**src/rtl/cla_adder_pipe.sv**
```systemverilog
// Pipelined carry-lookahead add/sub: STAGES-cycle latency, 1/cycle; CLA_SATURATE_EN adds signed saturation.
// Backpressure: the whole pipe holds while oValid & ~iReady; oReady = ~oValid | iReady.
module cla_adder_pipe #(
  parameter int WIDTH  = 32,
  parameter int BLOCK  = 4,
  parameter int STAGES = 2
) (
  input  logic             iClk,
  input  logic             iRstN,
  input  logic             iValid,
  output logic             oReady,
  input  logic [WIDTH-1:0] iA,
  input  logic [WIDTH-1:0] iB,
  input  logic             iCarryIn,
  input  logic             iSub,
  output logic             oValid,
  input  logic             iReady,
  output logic [WIDTH-1:0] oSum,
  output logic             oCarry,
  output logic             oOverflow
);
  localparam int SEG  = WIDTH / STAGES;
  localparam int NGRP = SEG / BLOCK;

  // Returns {carry into segment MSB, segment carry-out, segment sum}.
  function automatic logic [SEG+1:0] claSeg(input logic [SEG-1:0] a, input logic [SEG-1:0] b,
                                            input logic cin);
    logic [SEG-1:0]  g, p, s;
    logic [SEG:0]    c;
    logic [NGRP-1:0] gg, gp;
    logic [NGRP:0]   gc;
    logic            term;
    g = a & b;
    p = a ^ b;
    for (int j = 0; j < NGRP; j++) begin
      gg[j] = 1'b0;
      gp[j] = 1'b1;
      for (int i = 0; i < BLOCK; i++) begin
        gg[j] = g[j*BLOCK+i] | (p[j*BLOCK+i] & gg[j]);
        gp[j] = gp[j] & p[j*BLOCK+i];
      end
    end
    // Group carries as flat sum-of-products over group G/P, so no carry ripples between groups.
    gc    = '0;
    gc[0] = cin;
    for (int j = 1; j <= NGRP; j++) begin
      term = cin;
      for (int m = 0; m < j; m++) term = term & gp[m];
      gc[j] = term;
      for (int i = 0; i < j; i++) begin
        term = gg[i];
        for (int m = i + 1; m < j; m++) term = term & gp[m];
        gc[j] = gc[j] | term;
      end
    end
    c = '0;
    for (int j = 0; j < NGRP; j++) begin
      c[j*BLOCK] = gc[j];
      for (int i = 1; i < BLOCK; i++)
        c[j*BLOCK+i] = g[j*BLOCK+i-1] | (p[j*BLOCK+i-1] & c[j*BLOCK+i-1]);
    end
    c[SEG] = gc[NGRP];
    s = p ^ c[SEG-1:0];
    return {c[SEG-1], c[SEG], s};
  endfunction

  logic             stV [STAGES];
  logic [WIDTH-1:0] stA [STAGES];
  logic [WIDTH-1:0] stB [STAGES];
  logic [WIDTH-1:0] stS [STAGES];
  logic             stC [STAGES];
  logic             stOvf;

  logic [WIDTH-1:0] inA [STAGES];
  logic [WIDTH-1:0] inB [STAGES];
  logic [WIDTH-1:0] inS [STAGES];
  logic             inC [STAGES];
  logic [WIDTH-1:0] nxS [STAGES];
  logic             nxC [STAGES];
  logic [SEG+1:0]   segRes [STAGES];
  logic             ovfRaw;
  logic [WIDTH-1:0] finalSum;
  logic             adv;

  assign adv       = ~oValid | iReady;
  assign oReady    = adv;
  assign oValid    = stV[STAGES-1];
  assign oSum      = stS[STAGES-1];
  assign oCarry    = stC[STAGES-1];
  assign oOverflow = stOvf;

  always_comb begin
    inA[0] = iA;
    inB[0] = iSub ? ~iB : iB;
    inC[0] = iSub | iCarryIn;
    inS[0] = '0;
    for (int k = 1; k < STAGES; k++) begin
      inA[k] = stA[k-1];
      inB[k] = stB[k-1];
      inC[k] = stC[k-1];
      inS[k] = stS[k-1];
    end
    for (int k = 0; k < STAGES; k++) begin
      segRes[k]            = claSeg(inA[k][k*SEG +: SEG], inB[k][k*SEG +: SEG], inC[k]);
      nxS[k]               = inS[k];
      nxS[k][k*SEG +: SEG] = segRes[k][SEG-1:0];
      nxC[k]               = segRes[k][SEG];
    end
    ovfRaw   = segRes[STAGES-1][SEG+1] ^ segRes[STAGES-1][SEG];
    finalSum = nxS[STAGES-1];
`ifdef CLA_SATURATE_EN
    if (ovfRaw)
      finalSum = inA[STAGES-1][WIDTH-1] ? {1'b1, {(WIDTH-1){1'b0}}} : {1'b0, {(WIDTH-1){1'b1}}};
`endif
  end

  // Data registers load only behind a valid token; bubbles move just the valid bit.
  always_ff @(posedge iClk or negedge iRstN) begin
    if (!iRstN) begin
      for (int k = 0; k < STAGES; k++) begin
        stV[k] <= 1'b0;
        stA[k] <= '0;
        stB[k] <= '0;
        stS[k] <= '0;
        stC[k] <= 1'b0;
      end
      stOvf <= 1'b0;
    end else if (adv) begin
      stV[0] <= iValid;
      for (int k = 1; k < STAGES; k++) stV[k] <= stV[k-1];
      for (int k = 0; k < STAGES; k++) begin
        if ((k == 0) ? iValid : stV[(k == 0) ? 0 : k-1]) begin
          stA[k] <= inA[k];
          stB[k] <= inB[k];
          stC[k] <= nxC[k];
          stS[k] <= (k == STAGES - 1) ? finalSum : nxS[k];
        end
      end
      if ((STAGES == 1) ? iValid : stV[(STAGES > 1) ? STAGES-2 : 0]) stOvf <= ovfRaw;
    end
  end
endmodule

```
**config.mk**
```make
export PLATFORM = sky130hd
export DESIGN_NAME = cla_adder_pipe
export DESIGN_NICKNAME = d
export VERILOG_FILES = /design/src/rtl/cla_adder_pipe.sv
export SDC_FILE = /design/constraint.sdc
export NUM_CORES = 1
export LEC_CHECK = 0
export ABC_CLOCK_PERIOD_IN_PS = 4700
export CORE_AREA = 2 2 116 118
export DETAILED_ROUTE_END_ITERATION = 8
export DIE_AREA = 0 0 118 120
export HOLD_SLACK_MARGIN = 0.08
export SKIP_CTS_REPAIR_TIMING = 1
export SLEW_MARGIN = 20
export SYNTH_ARGS = -nofsm -noshare
export SYNTH_HDL_FRONTEND = slang
export SYNTH_SLANG_ARGS = --single-unit
export TNS_END_PERCENT = 20
```
**constraint.sdc**
```tcl
create_clock -name iClk -period 4.7 [get_ports iClk]
set_input_delay 0.94 -clock iClk [delete_from_list [all_inputs] [get_ports iClk]]
set_output_delay 0.94 -clock iClk [all_outputs]
set_load 0.1 [all_outputs]
```
==> results.toml, run 1 <==
[run_status]
outcome = "finished, final reports clean"

[floorplan]
dieArea_um2 = 14200
die_h_um = 120
io_pins = 106
rows = 42
coreArea_um2 = 13000
initial_utilization_pct = 37.3
die_x_um = 118

[synthesis]
synth_ff_type = "dfrtp_1"
async_flop_share_pct = 100
synth-seq-cells = 85
synth-warning-count = 0
synth_fp_nets = 541
ys_types = 35
syn_inst = 415
synth_edf_count = 0
yosysSeqAreaShare_pct = 43.9
synth.cell_area_um2 = 4840
syn_area_per_cell_um2 = 11.7

[global_route]
grt_max_degree = 86
overflow = 0
grt_pass1_vias = 3441
grt_pass1_wl_um = 17200
track_usage_pct = 15.6
antenna_found_initial = 0

[sta]
worst_slew_pin_slew_ns = 1.02
clock-skew-final_ns = 0.00692
fin_setup_tns_ns = 0
rsz0062_at_grt = "no"
fmax_mhz = 256
timing.final.ws_setup_ns = 0.792
hold_violations = 0
setup_viol_count_final = 0
timing.final.crit_period_ns = 3.91
report.final.slew_viol_count = 0
finalCritPeriodShare_pct = 83.2
slew_headroom_pct = 32.0

[clock_network]
clock_latency_ns = 0.35
numCtsBuffers = 9
cts_tree = "done"
root_buffer = "clkbuf_16"
htree_num_levels = 3
cts_buffer_depth = 2
clock_sinks = 85
cts.clk_slew.worst_paths_ns = 0.06

[setup_path]
crit_path_max_fanout = 3
cp_slowest_cell = "fa_1"
path_buf_inv = 2
criticalPathCategory = "in2reg"
cp.arrival_ns = 4.15
critical_path.top_delay_family = "adder cells"
cpMostUsedCell = "fa_1"
end_kind = "flip-flop"
path_cells = "clkdlybuf4s50_1 > xor2_1 > ha_1 > nand4_1 > nor2_1 > a211o_1 > inv_1 > o21a_1 > fa_1 > fa_1 > fa_1 > xor2_1 > o21ai_0"
start_kind = "input port"
cp_slowest_stage_delay_ns = 0.43
cp.required_ns = 4.95
reg2reg_slack_ns = 1.38

[power_and_ir_drop]
max-vdd-ir-drop_uv = 229
power_mw = 3.95
p_leak_nw = 2.86
p_per_area_nw_per_um2 = 626

[routing]
wirelength_um = 10200
firstDrtPassIters = 4
drc = 0
via_per_inst = 4.64
wl_per_cell_um = 14.7
initialDrtViolationCount = 100
vias = 3235
ant_nets = 0

[final_layout]
diodes = 0
nets = 642
drive_gt1_share_pct = 12.9
layout_common_cells = "clkdlybuf4s50_1 (102), dfrtp_1 (85), nand2_1 (45)"
fin_cells = 697
final_core_util_pct = 48.6
final_common_cell = "clkdlybuf4s50_1"
area_growth_pct = 30.2

[place]
numPortBuffers = 105
dp_cells = 681
place_congestion = 0.837
pre_cts_ws_ns = 0.442
place_hpwl_um = 7430

[hold_path]
hold_path.class = "reg2reg"

[run]
max-cap-violations = 0
==> logic make-up (layout without fill, tap and decap cells) <==
group                    count (synthesis)  in the layout  synth area share [%]
flip-flops                              85             85                  43.9
AO/OA/AOI/OAI                           74             74                  8.86
AND/OR/NAND/NOR                         66             66                  6.17
adder cells (fa/ha/maj)                 56             56                  18.2
buffers and inverters                   51            157                  5.04
multiplexers                            43             43                  10.6
XOR/XNOR                                40             40                  7.23
==> flip-flops by register name, summed over array words and instances, names as in the netlist <==
signal / count
stV: 1
finalSum: 16
inC: 1
oOverflow: 1
inB: 16
oSum: 32
oValid: 1
oCarry: 1
inA: 16
==> worst reg2reg max path: cells and delay by family, from the launching register on <==
family,cells,cell delay [ns]
compound gates,5,0.87
fa+ha+maj,4,1.51
flops,1,0.38
mux,1,0.19
simple gates,2,0.30
==> power breakdown <==
group / switching, mW / internal (mW) / total [mW]
Sequential: 0.147 / 0.973 / 1.12
Combinational: 1.50 / 0.627 / 2.13
Clock: 0.281 / 0.417 / 0.698
==> final cells by class <==
class                      instances  area, um2
inverter                          33        124
tap                              176        220
clock buffer                      16        292
multi-input combinational        279       2480
fill                            1232       6670
sequential                        85       2130
timing repair buffer             108       1070
==> cell usage after synthesis, types with 5 or more instances <==
cell,n,share of area [%]
a21o_1,8,1.2
a21oi_1,13,1.3
buf_2,11,1.1
dfrtp_1,85,44
fa_1,24,9.9
ha_1,32,8.3
inv_1,33,2.6
mux2_2,34,7.9
mux2_4,8,2.5
nand2_1,47,3.6
nand4_1,5,0.65
nor2_1,5,0.39
o21ai_0,40,4.1
xnor2_1,19,3.4
xor2_1,21,3.8
==> per-stage QoR <==
stage	hold slack, ns	area, um2
global placement	0.458	6010
finish	0.473	6310
detailed placement	0.467	6010
floorplan	0.446	4840
global route	0.511	6310
CTS	0.480	6300
==> metal layers <==
metal / global-route usage, % / up-vias / wire (um)
met4: 7.23 / 0 / 212
met3: 3.85 / 13 / 568
li1: - / 1596 / -
met5: 0 / - / 0
met1: 19.4 / 1547 / 4660
met2: 25.7 / 79 / 4780
==> path summary, 6_finish.rpt <==
path                                          from                        to  cells after the start
setup / recovery                             iB[3]  finalSum[11]$_DFFE_PN0P_                     13
hold reg to reg            finalSum[1]$_DFFE_PN0P_   finalSum[1]$_DFFE_PN0P_                      2
min in group asynchronous                    iRstN      oSum[20]$_DFFE_PN0P_                      1
max in group asynchronous                    iRstN       inB[18]$_DFFE_PN0P_                      1
setup reg to reg               inA[16]$_DFFE_PN0P_     oOverflow$_DFFE_PN0P_                     12
hold / removal             finalSum[1]$_DFFE_PN0P_   finalSum[1]$_DFFE_PN0P_                      2
(Power assumes the default switching activity.)
==> run 2, diff against run 1 <==
Settings changed: ABC_CLOCK_PERIOD_IN_PS 4700 to 4000.
Clock period 4.7 ns to 4 ns, I/O delays scaled along.
==> run 2 against run 1 <==
  * Clock skew down 0.00054 ns
  * Clock power up 14%
  * Critical path type unchanged
  * Non-clock buffer count up 6
  * Sequential power up 17%
  * Largest power group unchanged
  * Setup slack worse by 0.42 ns
  * Sequential share of layout area down 0.17 points
  * Critical endpoint is now finalSum[7]$_DFFE_PN0P_
==> results.toml, run 2 (synthesized netlist as in run 1, its figures left out) <==
[clock_network]
cts_buffer_depth = 2
numCtsBuffers = 9
clock_sinks = 85
clock_latency_ns = 0.34
htree_num_levels = 3
cts.clk_slew.worst_paths_ns = 0.06
root_buffer = "clkbuf_16"
cts_tree = "done"

[place]
numPortBuffers = 105
place_congestion = 0.821
place_hpwl_um = 7580

[routing]
firstDrtPassIters = 4
ant_nets = 0
initialDrtViolationCount = 126
drc = 0
wirelength_um = 10200
vias = 3288
via_per_inst = 4.68
wl_per_cell_um = 14.5

[sta]
slew_headroom_pct = 32.0
rsz0062_at_grt = "no"
clock-skew-final_ns = 0.00638
worst_slew_pin_slew_ns = 1.02
timing.final.crit_period_ns = 3.63
setup_viol_count_final = 0
fmax_mhz = 275
report.final.slew_viol_count = 0
fin_setup_tns_ns = 0
finalCritPeriodShare_pct = 90.8
hold_violations = 0
hold_ws_ns = 0.455

[power_and_ir_drop]
p_leak_nw = 2.88
power_mw = 4.62
p_per_area_nw_per_um2 = 729
max-vdd-ir-drop_uv = 277

[global_route]
overflow = 0
grt_pass1_vias = 3538
track_usage_pct = 15.8
grt_pass1_wl_um = 17400
grt_max_degree = 78
antenna_found_initial = 0

[setup_path]
cp.arrival_ns = 3.89
critical_path.top_delay_family = "adder cells"
crit_path_max_fanout = 3
path_cells = "clkdlybuf4s50_1 > xor2_1 > ha_1 > nand4_1 > nor2_1 > a211o_1 > inv_1 > buf_4 > fa_1 > fa_1 > fa_1 > xor2_1 > o21ai_0"
cp_slowest_cell = "fa_1"
end_kind = "flip-flop"
criticalPathCategory = "in2reg"
cpMostUsedCell = "fa_1"
start_kind = "input port"
cp_slowest_stage_delay_ns = 0.44
cp.required_ns = 4.25
path_buf_inv = 3

[floorplan]
initial_utilization_pct = 37.3
rows = 42
io_pins = 106
dieArea_um2 = 14200
coreArea_um2 = 13000
die_x_um = 118
die_h_um = 120

[final_layout]
largest_register_ffs = 32
multiInputGateArea_um2 = 2480
final_common_cell = "clkdlybuf4s50_1"
nFillCells = 1220
register_area_um2 = 2130
nets = 648
area_growth_pct = 30.9
layout_common_cells = "clkdlybuf4s50_1 (102), dfrtp_1 (85), nand2_1 (45)"
diodes = 0
drive_gt1_share_pct = 13.9

[run]
max-cap-violations = 0

[run_status]
outcome = "finished, final reports clean"

[hold_path]
hold_path.class = "in2async"
[run 2: changes by cell type in the layout (fill, tap and decap cells not counted), sizes merged]
cell    change
buf         +6
clkbuf      -2
clkinv      +1
[run 2: metrics by stage]
stage | std cells | worst slack [ns] | utilization [%] | instance area [um2]
floorplan | 415 | 0.249 | - | 4840
global placement | 687 | 0.0605 | 46.7 | 6060
detailed placement | 687 | 0.0126 | 46.7 | 6060
CTS | 702 | 0.359 | 48.8 | 6340
global route | 702 | 0.192 | 48.8 | 6340
finish | 702 | 0.369 | 48.8 | 6340
[run 2: report_power, final]
part,switching [mW],internal [mW],total [mW],leakage [nW]
clock network,0.325,0.468,0.793,0.139
logic,1.77,0.745,2.51,1.72
registers,0.171,1.14,1.31,1.02
[run 2: final timing paths]
| kind | start | to | slack (ns) | cells after the start |
|---|---|---|---|---|
| max in group asynchronous | iRstN | inA[22]$_DFFE_PN0P_ | 2.94 | 2 |
| hold / removal | iRstN | oSum[20]$_DFFE_PN0P_ | 0.46 | 1 |
| min in group iClk | finalSum[1]$_DFFE_PN0P_ | finalSum[1]$_DFFE_PN0P_ | 0.47 | 2 |
| setup reg to reg | inA[16]$_DFFE_PN0P_ | oOverflow$_DFFE_PN0P_ | 0.68 | 12 |
| setup / recovery | iB[2] | finalSum[7]$_DFFE_PN0P_ | 0.37 | 13 |
| hold reg to reg | finalSum[1]$_DFFE_PN0P_ | finalSum[1]$_DFFE_PN0P_ | 0.47 | 2 |
[run 2: area by class of cell]
class / instances / share of cell area (%)
repair buffers: 114 / 17.5
clock buffers: 14 / 4.32
multi-input cells: 279 / 39.1
inverters: 33 / 1.95
clock inverters: 1 / 0.0789
well taps: 176 / 3.47
flip-flops and latches: 85 / 33.6
[run 2: per-layer routing]
metal  routed length (um)  track usage (%)
met3                  620             4.52
met1                 4650             19.9
met2                 4730             25.2
met5                    0                0
met4                  187             7.15
